==> src/rtl/i2c_pkg.sv <==
// I2C target register bridge: shared constants.
// One-hot FSM encodings and bus widths used by the target and its bench.
package i2c_pkg;

    localparam int I2C_ADDR_W = 7;
    localparam int BYTE_W     = 8;

    localparam logic ACK  = 1'b0;
    localparam logic NACK = 1'b1;

    localparam logic [9:0] S_IDLE      = 10'b00_0000_0001;
    localparam logic [9:0] S_ADDR      = 10'b00_0000_0010;
    localparam logic [9:0] S_ADDR_ACK  = 10'b00_0000_0100;
    localparam logic [9:0] S_REG       = 10'b00_0000_1000;
    localparam logic [9:0] S_REG_ACK   = 10'b00_0001_0000;
    localparam logic [9:0] S_WDATA     = 10'b00_0010_0000;
    localparam logic [9:0] S_WDATA_ACK = 10'b00_0100_0000;
    localparam logic [9:0] S_RDATA     = 10'b00_1000_0000;
    localparam logic [9:0] S_RDATA_ACK = 10'b01_0000_0000;
    localparam logic [9:0] S_WAIT_STOP = 10'b10_0000_0000;

endpackage

==> src/rtl/i2c_bus_sync.sv <==
// I2C bus front end: synchronises SCL/SDA into dclk and emits
// registered 1-cycle scl_rise/scl_fall/start/stop pulses plus the SDA level.
// Ports: dclk, rst (async high), scl_in, sda_in -> sda, scl_rise, scl_fall, start, stop.
module i2c_bus_sync #(
    parameter int SYNC_STAGES = 2
) (
    input  logic dclk,
    input  logic rst,
    input  logic scl_in,
    input  logic sda_in,
    output logic sda,
    output logic scl_rise,
    output logic scl_fall,
    output logic start,
    output logic stop
);

    logic [SYNC_STAGES-1:0] scl_sr;
    logic [SYNC_STAGES-1:0] sda_sr;
    logic                   scl_d;
    logic                   sda_d;
    logic                   scl_s;
    logic                   sda_s;

    assign scl_s = scl_sr[SYNC_STAGES-1];
    assign sda_s = sda_sr[SYNC_STAGES-1];

    // Lines reset to the idle-high level so reset release cannot fake an edge.
    always_ff @(posedge dclk or posedge rst) begin
        if (rst) begin
            scl_sr   <= '1;
            sda_sr   <= '1;
            scl_d    <= 1'b1;
            sda_d    <= 1'b1;
            sda      <= 1'b1;
            scl_rise <= 1'b0;
            scl_fall <= 1'b0;
            start    <= 1'b0;
            stop     <= 1'b0;
        end else begin
            scl_sr   <= {scl_sr[SYNC_STAGES-2:0], scl_in};
            sda_sr   <= {sda_sr[SYNC_STAGES-2:0], sda_in};
            scl_d    <= scl_s;
            sda_d    <= sda_s;
            sda      <= sda_s;
            scl_rise <= scl_s & ~scl_d;
            scl_fall <= ~scl_s & scl_d;
            start    <= ~sda_s & sda_d & scl_s;
            stop     <= sda_s & ~sda_d & scl_s;
        end
    end

endmodule

==> src/rtl/i2c_target_regif.sv <==
// I2C target bridging addr/reg/data frames onto a simple register port.
// Ports: dclk, rst, scl_in, sda_in, sda_oe, reg_addr, reg_wdata, reg_wr,
//        reg_rd, reg_rdata, busy, nack_seen.
module i2c_target_regif
    import i2c_pkg::*;
#(
    parameter logic [6:0] OWN_ADDR    = 7'h42,
    parameter int         DATA_WIDTH  = 8,
    parameter int         SYNC_STAGES = 2
) (
    input  logic                  dclk,
    input  logic                  rst,
    input  logic                  scl_in,
    input  logic                  sda_in,
    output logic                  sda_oe,
    output logic [7:0]            reg_addr,
    output logic [DATA_WIDTH-1:0] reg_wdata,
    output logic                  reg_wr,
    output logic                  reg_rd,
    input  logic [DATA_WIDTH-1:0] reg_rdata,
    output logic                  busy,
    output logic                  nack_seen
);

    logic              sda;
    logic              scl_rise;
    logic              scl_fall;
    logic              start;
    logic              stop;
    logic [9:0]        state;
    logic [3:0]        bit_cnt;
    logic [BYTE_W-1:0] shreg;
    logic              rw;
    logic              rd_load;

    i2c_bus_sync #(
        .SYNC_STAGES (SYNC_STAGES)
    ) u_sync (
        .dclk     (dclk),
        .rst      (rst),
        .scl_in   (scl_in),
        .sda_in   (sda_in),
        .sda      (sda),
        .scl_rise (scl_rise),
        .scl_fall (scl_fall),
        .start    (start),
        .stop     (stop)
    );

    always_ff @(posedge dclk or posedge rst) begin
        if (rst) begin
            state     <= S_IDLE;
            bit_cnt   <= '0;
            shreg     <= '0;
            rw        <= 1'b0;
            rd_load   <= 1'b0;
            sda_oe    <= 1'b0;
            reg_addr  <= '0;
            reg_wdata <= '0;
            reg_wr    <= 1'b0;
            reg_rd    <= 1'b0;
            busy      <= 1'b0;
            nack_seen <= 1'b0;
        end else begin
            reg_wr <= 1'b0;
            reg_rd <= 1'b0;
            // Bus conditions override any bit activity in the same cycle.
            if (start) begin
                state     <= S_ADDR;
                bit_cnt   <= '0;
                busy      <= 1'b1;
                nack_seen <= 1'b0;
                sda_oe    <= 1'b0;
                rd_load   <= 1'b0;
            end else if (stop) begin
                state   <= S_IDLE;
                sda_oe  <= 1'b0;
                busy    <= 1'b0;
                rd_load <= 1'b0;
            end else if (rd_load) begin
                // reg_rdata answers the reg_rd strobe of the previous cycle.
                shreg   <= reg_rdata;
                sda_oe  <= ~reg_rdata[7];
                rd_load <= 1'b0;
            end else begin
                unique case (state)
                    S_ADDR: begin
                        if (scl_rise) begin
                            shreg   <= {shreg[6:0], sda};
                            bit_cnt <= bit_cnt + 4'd1;
                            if (bit_cnt == 4'd7) rw <= sda;
                        end else if (scl_fall && bit_cnt == 4'd8) begin
                            if (shreg[7:1] == OWN_ADDR) begin
                                state  <= S_ADDR_ACK;
                                sda_oe <= 1'b1;
                            end else begin
                                state  <= S_WAIT_STOP;
                                sda_oe <= 1'b0;
                            end
                        end
                    end
                    S_ADDR_ACK: begin
                        if (scl_fall) begin
                            state   <= S_REG;
                            sda_oe  <= 1'b0;
                            bit_cnt <= '0;
                        end
                    end
                    S_REG: begin
                        if (scl_rise) begin
                            shreg   <= {shreg[6:0], sda};
                            bit_cnt <= bit_cnt + 4'd1;
                        end else if (scl_fall && bit_cnt == 4'd8) begin
                            reg_addr <= shreg;
                            state    <= S_REG_ACK;
                            sda_oe   <= 1'b1;
                        end
                    end
                    S_REG_ACK: begin
                        if (scl_fall) begin
                            sda_oe  <= 1'b0;
                            bit_cnt <= '0;
                            if (rw) begin
                                reg_rd  <= 1'b1;
                                rd_load <= 1'b1;
                                state   <= S_RDATA;
                            end else begin
                                state <= S_WDATA;
                            end
                        end
                    end
                    S_WDATA: begin
                        if (scl_rise) begin
                            shreg   <= {shreg[6:0], sda};
                            bit_cnt <= bit_cnt + 4'd1;
                            if (bit_cnt == 4'd7) reg_wdata <= {shreg[6:0], sda};
                        end else if (scl_fall && bit_cnt == 4'd8) begin
                            reg_wr <= 1'b1;
                            state  <= S_WDATA_ACK;
                            sda_oe <= 1'b1;
                        end
                    end
                    S_WDATA_ACK: begin
                        if (scl_fall) begin
                            sda_oe   <= 1'b0;
                            reg_addr <= reg_addr + 8'd1;
                            bit_cnt  <= '0;
                            state    <= S_WDATA;
                        end
                    end
                    S_RDATA: begin
                        // bit7 is already on the bus; falls 1..7 present bits 6..0.
                        if (scl_fall) begin
                            if (bit_cnt == 4'd7) begin
                                sda_oe <= 1'b0;
                                state  <= S_RDATA_ACK;
                            end else begin
                                sda_oe  <= ~shreg[6];
                                shreg   <= {shreg[6:0], 1'b0};
                                bit_cnt <= bit_cnt + 4'd1;
                            end
                        end
                    end
                    S_RDATA_ACK: begin
                        if (scl_rise && sda == NACK) nack_seen <= 1'b1;
                        if (scl_fall) state <= S_WAIT_STOP;
                    end
                    default: begin
                        sda_oe <= 1'b0;
                    end
                endcase
            end
        end
    end

endmodule

==> config.mk <==
export PLATFORM = sky130hd
export DESIGN_NAME = i2c_target_regif
export DESIGN_NICKNAME = d
export VERILOG_FILES = /design/src/rtl/i2c_pkg.sv /design/src/rtl/i2c_bus_sync.sv /design/src/rtl/i2c_target_regif.sv
export SDC_FILE = /design/constraint.sdc
export NUM_CORES = 1
export LEC_CHECK = 0
export CAP_MARGIN = 0
export CORE_MARGIN = 5
export CORE_UTILIZATION = 30
export DETAILED_ROUTE_END_ITERATION = 7
export MAX_ROUTING_LAYER = met4
export PLACE_DENSITY = 0.59
export SLEW_MARGIN = 20
export SYNTH_ARGS = -nofsm -noshare
export SYNTH_HDL_FRONTEND = slang
export SYNTH_HIERARCHICAL = 1
export SYNTH_SLANG_ARGS = --single-unit
export TNS_END_PERCENT = 20
==> constraint.sdc <==
create_clock -name dclk -period 2.8 [get_ports dclk]
set_clock_uncertainty 0.1 [all_clocks]
set_input_delay 0.56 -clock dclk [delete_from_list [all_inputs] [get_ports dclk]]
set_output_delay 0.56 -clock dclk [all_outputs]
set_load 0.05 [all_outputs]
==> results.yml <==
power:
  p_sw_uw: 710.8
  swShare: 0.3469
  p_seq_frac: 0.512
  p_leak_uw: 0.001511
  vdd_drop_max_mv: 0.3132
  comb_power_share: 0.261
  internal-power_uw: 1338
  p_per_area_nw_per_um2: 555.4
  clockPowerShare: 0.226
clock_tree:
  clk_pin_slew_ps: 100
  clock_latency_ps: 310
  cts_buffer_depth: 2
  cts_buffers: 5
  cts-root-buf: "clkbuf_8"
  cts_hold_buf: 0
  cts_setup_buffers: 0
  tritoncts: "done"
  cts_num_sinks: 54
  post_cts_resized: 0
  htreeDepth: 2
synth:
  avgSynthCellArea_sq_um: 10.56
  synth.area.mux_share: 0.1097
  synth_compound_area_frac: 0.1519
  synth_cells: 298
  synth_seq_cells: 54
  synth_ff_type: "dfrtp_1"
  synth_cell_types: 75
  async_flop_share: 1.000
  syn_area_sq_um: 3147
  synthAdderAreaFrac: 0.01193
  ys_seq_area_frac: 0.4322
  yosysWarnings: 6
  synth_top_family_by_area: "simple AND/OR/NAND/NOR gates"
  yosys.area_share.simple: 0.2243
  synth_edf_count: 0
  synth.net_count: 313
  synth_xor_area_frac: 0.01352
global_routing:
  grt_max_degree: 20
  grt_pass1_wl_microns: 12220
  grt-ovfl-total: 0
  grt_pass1_vias: 2333
  antenna_found_initial: 0
  grt_usage: 0.1204
sta:
  max_freq_mhz: 400.3
  fin_crit_sh: 0.8923
  fin_crit_ps: 2498
  setup_violations: 0
  fin_setup_tns_ps: 0
  relSlewSlack: 0.6555
  tightest_slew_ps: 515.1
  rsz0062_at_grt: "no"
  finalHoldViolations: 0
  worst_slack_ps: 301.7
  drv_slew: 0
placed_design:
  dp_slack_ps: 318.4
  io_buffers: 32
  place_hpwl_microns: 5639
  place.gp.congestion: 0.9050
routing:
  viasPerCell: 5.163
  first_pass_iters: 4
  vias: 2406
  drc: 0
  ant_nets: 0
  avgRoutedWirePerCell_microns: 15.70
  drt-total-wl_microns: 7318
  drt_iter0_drc: 135
floorplan:
  rows: 37
  core_area_sq_um: 10280
  initial_core_util: 0.3062
  top_level_ports: 33
  die_h_microns: 112.4
  die_w_microns: 112.4
  dieArea_sq_um: 12640
setup_path:
  crit_type: "register to register"
  worstPathArrival_ps: 2600
  cp_max_fo: 12
  cp.required_ps: 2900
  crit_path_start_kind: "register"
  worstSetupEndpointType: "register"
flow_run:
  maxCapViolCount: 0
final_layout:
  nets: 344
  synthToLayoutAreaGrowth_pct: 17.22
  layout-drive-gt1-share: 0.1879
  final_cell_mix: "47 x dfrtp_1, 32 x clkdlybuf4s50_1, 30 x nand2_1, 17 x nand3_1"
  diodes: 0
  nFillCells: 1051
  ff_latch_area_sq_um: 1360
  mostFrequentLayoutCell: "dfrtp_1"
  multi_input_area_sq_um: 1609
outcome:
  outcome: "completed"
hold_path:
  worst_hold_path_type: "register to register"
==> cells by family (layout without fill, tap and decap cells) <==
| kind of cell | count (synthesis) | after routing |
|---|---|---|
| simple gates | 114 | 114 |
| compound gates | 60 | 60 |
| flops | 54 | 54 |
| buf+inv | 32 | 64 |
| mux | 31 | 31 |
| xor+xnor | 4 | 4 |
| fa+ha+maj | 3 | 3 |
==> cell type report <==
class | count | share of cell area
clock buffer | 5 | 0.01866
inverter | 13 | 0.01323
clock inverter | 3 | 0.007802
tap | 136 | 0.04613
multi-input combinational | 212 | 0.4362
timing repair buffer | 43 | 0.1092
sequential | 54 | 0.3687
==> worst paths after layout <==
check / startpoint / endpoint / slack (ps) / cells past startpoint
hold reg to reg: u_sync/scl_sr[0]$_DFF_PP1_ / u_sync/scl_sr[1]$_DFF_PP1_ / 260 / 0
setup / recovery: state[7]$_DFFE_PP0P_ / shreg[2]$_DFFE_PP0P_ / 300 / 5
setup reg to reg: state[7]$_DFFE_PP0P_ / shreg[2]$_DFFE_PP0P_ / 300 / 5
min in group asynchronous: rst / shreg[0]$_DFFE_PP0P_ / 430 / 2
max in group asynchronous: rst / state[0]$_DFFE_PP1P_ / 1580 / 3
hold / removal: u_sync/scl_sr[0]$_DFF_PP1_ / u_sync/scl_sr[1]$_DFF_PP1_ / 260 / 0
==> metrics by stage <==
step	cells	util	hold slack [ps]	area [sq um]	total power (uW)
after global placement	458	0.3494	250.5	3591	1594
after CTS	466	0.3589	266.6	3689	2076
after global routing	466	0.3589	271.1	3689	2190
after floorplan	298	-	245.2	3147	1456
final	466	0.3589	264.7	3689	2049
after detailed placement	458	0.3494	247.0	3591	1602
==> layer usage <==
metal  part of all wire  GRT usage  vias up
met5                  0          -        -
met4             0.0063    0.02003        0
met3              0.041    0.01995        4
met2               0.46     0.1816       54
met1               0.49     0.1733     1181
li1                   -          -     1167
==> sequential cells by signal, summed over array words and instances (netlist names) <==
| name | count |
|---|---|
| bit_cnt | 4 |
| busy | 1 |
| nack_seen | 1 |
| rd_load | 1 |
| reg_addr | 8 |
| reg_wdata | 8 |
| reg_wr | 1 |
| rw | 1 |
| sda_oe | 1 |
| shreg | 8 |
| state | 10 |
| u_sync/scl_d | 1 |
| u_sync/scl_fall | 1 |
| u_sync/scl_rise | 1 |
| u_sync/scl_sr | 2 |
| u_sync/sda | 1 |
| u_sync/sda_sr | 2 |
| u_sync/start | 1 |
| u_sync/stop | 1 |
==> power groups by stage <==
| stage | combinational, uW | sequential, uW | clock, uW |
|---|---|---|---|
| 6_report | 536 | 1050 | 463 |
| 5_1_grt | 598 | 1070 | 522 |
| 4_1_cts | 540 | 1050 | 485 |
| 3_5_place_dp | 535 | 1070 | 0 |
| 3_3_place_gp | 530 | 1060 | 0 |
| 2_1_floorplan | 456 | 1000 | 0 |
==> cell usage after synthesis, types with 5 or more instances <==
library cell  number  area [sq um]
o21ai_0            6         30.03
buf_4              6         45.04
nand3_1           17         85.08
o211ai_1           6         45.04
o2bb2ai_1          5         43.79
inv_1             12         45.04
a21oi_1            5         25.02
mux2_1            12         135.1
dfstp_2            7         183.9
nand2_1           30         112.6
clkbuf_1           5         18.77
nor2_1            12         45.04
mux2_2            12         135.1
dfrtp_1           47          1176
mux2i_1            6         60.06
==> worst max-delay path: stages (launching register included) <==
cell and delay [ps]:
dfrtp_1 560, nor4_4 510, nand2_2 170, o31ai_1 270, o22a_1 420, mux2_1 360
No activity file was read; power rests on OpenSTA's default activity.
